**src/rtl/rnn_feature_frame_loader.sv**
```systemverilog
// Feature frame loader: assembles N_FEAT streamed words into a frame and holds it for the RNN.
// The fill buffer and the hold register are separate, so the next frame can fill while the RNN works.
module rnn_feature_frame_loader #(
  parameter int FIXED  = 32,
  parameter int N_FEAT = 42,
  parameter int CNT_W  = 6
) (
  input  logic                    clk,
  input  logic                    rst_n,
  input  logic                    s_valid,
  output logic                    s_ready,
  input  logic [FIXED-1:0]        s_data,
  input  logic                    s_last,
  output logic [N_FEAT*FIXED-1:0] feature,
  output logic                    feature_valid,
  input  logic                    feature_ack,
  output logic                    frame_err
);

  typedef enum logic [0:0] {
    ST_FILL = 1'b0,
    ST_XFER = 1'b1
  } state_e;

  localparam logic [CNT_W-1:0] LAST_IDX = CNT_W'(N_FEAT - 1);
  localparam logic [CNT_W-1:0] IDX_ONE  = CNT_W'(1);

  state_e                       state_q, state_d;
  logic [CNT_W-1:0]             idx_q, idx_d;
  logic [N_FEAT-1:0][FIXED-1:0] fill_q, fill_d;
  logic [N_FEAT-1:0][FIXED-1:0] hold_q, hold_d;
  logic                         fv_q, fv_d;
  logic                         err_q, err_d;
  logic                         rdy_q, rdy_d;
  logic                         accept_s;

  assign accept_s      = s_valid && rdy_q;
  assign s_ready       = rdy_q;
  assign feature       = hold_q;
  assign feature_valid = fv_q;
  assign frame_err     = err_q;

  // Next-state logic: word capture, frame-end checks and fill->hold transfer.
  always_comb begin
    state_d = state_q;
    idx_d   = idx_q;
    fill_d  = fill_q;
    hold_d  = hold_q;
    err_d   = 1'b0;

    if (feature_ack && fv_q) begin
      fv_d = 1'b0;
    end else begin
      fv_d = fv_q;
    end

    case (state_q)
      ST_FILL: begin
        if (accept_s) begin
          fill_d[idx_q] = s_data;
          if (idx_q == LAST_IDX) begin
            idx_d = {CNT_W{1'b0}};
            if (s_last) begin
              state_d = ST_XFER;
            end else begin
              err_d = 1'b1;
            end
          end else if (s_last) begin
            idx_d = {CNT_W{1'b0}};
            err_d = 1'b1;
          end else begin
            idx_d = idx_q + IDX_ONE;
          end
        end else begin
          idx_d = idx_q;
        end
      end
      ST_XFER: begin
        // An ack in the same cycle frees the hold register, so the reload has no bubble.
        if (!fv_q || feature_ack) begin
          hold_d  = fill_q;
          fv_d    = 1'b1;
          state_d = ST_FILL;
        end else begin
          state_d = ST_XFER;
        end
      end
      default: begin
        state_d = ST_FILL;
        idx_d   = {CNT_W{1'b0}};
      end
    endcase

    rdy_d = (state_d == ST_FILL);
  end

  // State, buffers and registered outputs.
  always_ff @(posedge clk or negedge rst_n) begin
    if (!rst_n) begin
      state_q <= ST_FILL;
      idx_q   <= {CNT_W{1'b0}};
      fill_q  <= {(N_FEAT*FIXED){1'b0}};
      hold_q  <= {(N_FEAT*FIXED){1'b0}};
      fv_q    <= 1'b0;
      err_q   <= 1'b0;
      rdy_q   <= 1'b0;
    end else begin
      state_q <= state_d;
      idx_q   <= idx_d;
      fill_q  <= fill_d;
      hold_q  <= hold_d;
      fv_q    <= fv_d;
      err_q   <= err_d;
      rdy_q   <= rdy_d;
    end
  end

endmodule
```
**config.mk**
```make
export PLATFORM = sky130hd
export DESIGN_NAME = rnn_feature_frame_loader
export DESIGN_NICKNAME = d
export VERILOG_FILES = /design/src/rtl/rnn_feature_frame_loader.sv
export SDC_FILE = /design/constraint.sdc
export NUM_CORES = 2
export LEC_CHECK = 0
export CORE_AREA = 2 2 542 544
export DETAILED_ROUTE_END_ITERATION = 10
export DIE_AREA = 0 0 544 546
export PLACE_DENSITY = 0.64
export SLEW_MARGIN = 20
export SYNTH_ARGS = -nofsm -noshare
export SYNTH_HDL_FRONTEND = slang
export SYNTH_SLANG_ARGS = --single-unit
```
**constraint.sdc**
```tcl
create_clock -name clk -period 4.9 [get_ports clk]
set_input_delay 0.98 -clock clk [delete_from_list [all_inputs] [get_ports clk]]
set_output_delay 0.98 -clock clk [all_outputs]
set_load 0.05 [all_outputs]
```
==> run metrics <==
status completed; Final GP Congestion between 0.7 and 0.8; final hold slack between 0.05 and 0.06 ns; synthesized instance count roughly 6000; drc violations 0; sequential share of the synthesized area about two thirds; final setup margin between 1 and 1.5 ns; DR vias/cell 4.98; share of flip-flops with an asynchronous set or reset between 90% and 100%; Setup-failing EPs final 0; Peak VDD IR 0.327 mV; WP data arrival around 2.4 ns; Setup TNS 0 ns; Die Span X about 540 um; Min Clock Period, post-route 3.42 ns; post-synthesis adder-cell area fraction less than 1%; dpl hpwl 214000 um; Max-slew headroom 23.6%; Hold Buf Count CTS 0; Required @ worst endpoint between 3 and 4 ns; share of cells above drive strength 1 43.0%; slowest library cell on the worst path clkdlybuf4s50_1; clk root buf clkbuf_16; clk_lat worst skew ~0.90 ns; port bufs 1383; min-delay worst type input pin to async pin; synth unique cells 35; max cap viols 0; Final Skew around 0.056 ns; Pre-antenna DRT Iters 6; Ys Warns 0; Bufs and invs on worst path 1; most common flop cell mapped by yosys dfrtp_1; Cell Area, Synth ~100000 um2; crit path cell chain clkdlybuf4s50_1; CTS tree built; Congestion Overflow GR 0; period utilization between 60% and 70%; CP peak stage delay between 1 and 1.5 ns; first-pass GRT wire length 462000 um; reg2reg path depth 4; Ports approximately 1400; Mean Syn Cell Area ~17 um2; CTS clock-pin slew for the worst setup and hold paths 0.06 ns; complex-gate fraction of the synthesized area less than 1%; CTS sink cnt roughly 2700; Pwr Density around 370 nW/um2; # resized after CTS 0; via count between 50000 and 60000; Starting Density roughly a third; Register Area slightly below 70000 um2; gr usage total 21.7%; vias in the first global route around 60000; simple-gate share of the synthesized area 0.712%; mux cell area share after synthesis between 30% and 40%; filler cell count in the final layout approximately 26000; Post-CTS Setup Inserts 0; crit-path leading delay family buffers and inverters; RSZ-0062 raised after global routing false; syn nets slightly below 6000; worst-margin pin slew 1.15 ns; Max Slew Vio Count 0; Detail Route Antenna Nets 0; nets around 7400; startpoint types register; XOR/XNOR Fraction of Synth Area 0%; fmax between 200 and 300 MHz; CP max FO 8; area occupied by multi-input gates between 30000 and 40000 um2; largest family of logic cells by synthesized area multiplexers; Setup CP Type register to primary output; CP Depth 1; initial antenna violation count 57; Starting DRT DRC Count ~3600; Layout area overhead 28.2%; final core utilization between 40 and 50%; CP Capture Type primary output; routed len/inst about 29 um; DRT Wirelength around 330000 um; CTS buffer count around 290; largest net degree at the start of global routing 147; die area between 200000 and 300000 um2; row cnt between 150 and 200; area of the core 292000 um2; final hold violations 0; chip height between 500 and 600 um; H-Tree Depth 5; pre-CTS setup slack a little over 1 ns; number of synthesized flops with an enable pin 0; Lkg Pwr around 63 nW; Synth Register Bits about 2700; CTS max path bufs 4
[layout by cell type, fill, tap and decap left out, types with 5 or more instances in the layout]
| cell type | instances |
|---|---|
| mux2_2 | 2560 |
| buf_12 | 36 |
| mux2_1 | 128 |
| clkinv_16 | 8 |
| nand3b_1 | 5 |
| inv_6 | 7 |
| buf_4 | 167 |
| clkbuf_16 | 295 |
| dfrtp_1 | 2698 |
| inv_16 | 6 |
| nor3_4 | 31 |
| bufinv_16 | 19 |
| nand3_2 | 10 |
| clkbuf_8 | 55 |
| clkdlybuf4s50_1 | 1350 |
| clkinv_2 | 34 |
| clkinv_8 | 5 |
| clkbuf_1 | 79 |
| diode_2 | 21 |
[state kept, by name (all words and copies together) (netlist names)]
register and cells:
idx_q 6, frame_err 1, s_ready 1, feature 1344
state_q 1, feature_valid 1, fill_q 1344
[kinds of logic after synthesis]
logic type               after synthesis
flip-flops                          2698
multiplexers                        2688
buffers and inverters                420
AND/OR/NAND/NOR                       80
AO/OA/AOI/OAI                         13
adder cells (fa/ha/maj)                3
[metrics by stage]
stage / cells / area [um2] / power [W]
floorplan: 5902 / 101000 / 0.0249
global placement: 11000 / 119000 / 0.0260
detailed placement: 11000 / 119000 / 0.0262
CTS: 11500 / 129000 / 0.0486
global route: 11500 / 129000 / 0.0498
finish: 11500 / 129000 / 0.0481
[power breakdown]
group | internal (W) | switching, W
sequential | 0.0232 | 0.000449
clock | 0.0131 | 0.00932
combinational | 0.000776 | 0.00129
[per-layer routing]
| layer | GRT usage (%) | vias to the layer above | share of wire (%) |
|---|---|---|---|
| met2 | 33.2 | 2084 | 45 |
| met5 | 0 | - | 0 |
| met3 | 7.28 | 441 | 9.9 |
| met4 | 7.71 | 0 | 3.9 |
| met1 | 28.8 | 31000 | 42 |
| li1 | - | 23700 | - |
[cells in the mapped netlist (2+ instances only)]
master	n	area, um2
mux2_2	2560	28800
nor3_4	13	211
mux2_1	128	1440
a22oi_1	3	22.5
or3_1	2	12.5
buf_2	123	616
buf_4	15	113
ha_1	3	37.5
buf_1	47	176
o21ai_0	3	15.0
and2_1	2	12.5
or3b_2	2	17.5
nor2_1	2	7.51
nand2_1	4	15.0
buf_6	32	360
nand3_1	12	60.1
or3b_1	2	17.5
dfrtp_1	2698	67500
nand2b_1	4	25.0
and3b_1	3	26.3
nor3b_1	5	37.5
o41ai_1	2	17.5
nor3_2	18	180
inv_1	2	7.51
nand3b_1	5	37.5
clkbuf_1	201	754
o31ai_1	3	22.5
[cell type report]
class                           count  area share [%]
Tap cell                         3919            3.80
Clock buffer                      429            6.54
Clock inverter                     87            1.01
Sequential cell                  2698            52.3
Timing Repair Buffer             1554            12.0
Antenna cell                       21          0.0407
Multi-Input combinational cell   2784            24.3
Inverter                            2         0.00582
[worst paths after layout]
kind | start | to | slack (ns)
worst max-delay path | s_ready$_DFF_PN0_ | s_ready | 1.48
max in group asynchronous | rst_n | fill_q[194]$_DFFE_PN0P_ | 3.18
min in group clk | fill_q[1179]$_DFFE_PN0P_ | feature[1179]$_DFFE_PN0P_ | 0.47
worst min register to register | fill_q[1179]$_DFFE_PN0P_ | feature[1179]$_DFFE_PN0P_ | 0.47
worst max register to register | s_ready$_DFF_PN0_ | fill_q[926]$_DFFE_PN0P_ | 1.56
worst min-delay path | rst_n | feature[396]$_DFFE_PN0P_ | 0.06
No activity file was read; power rests on OpenSTA's default activity.
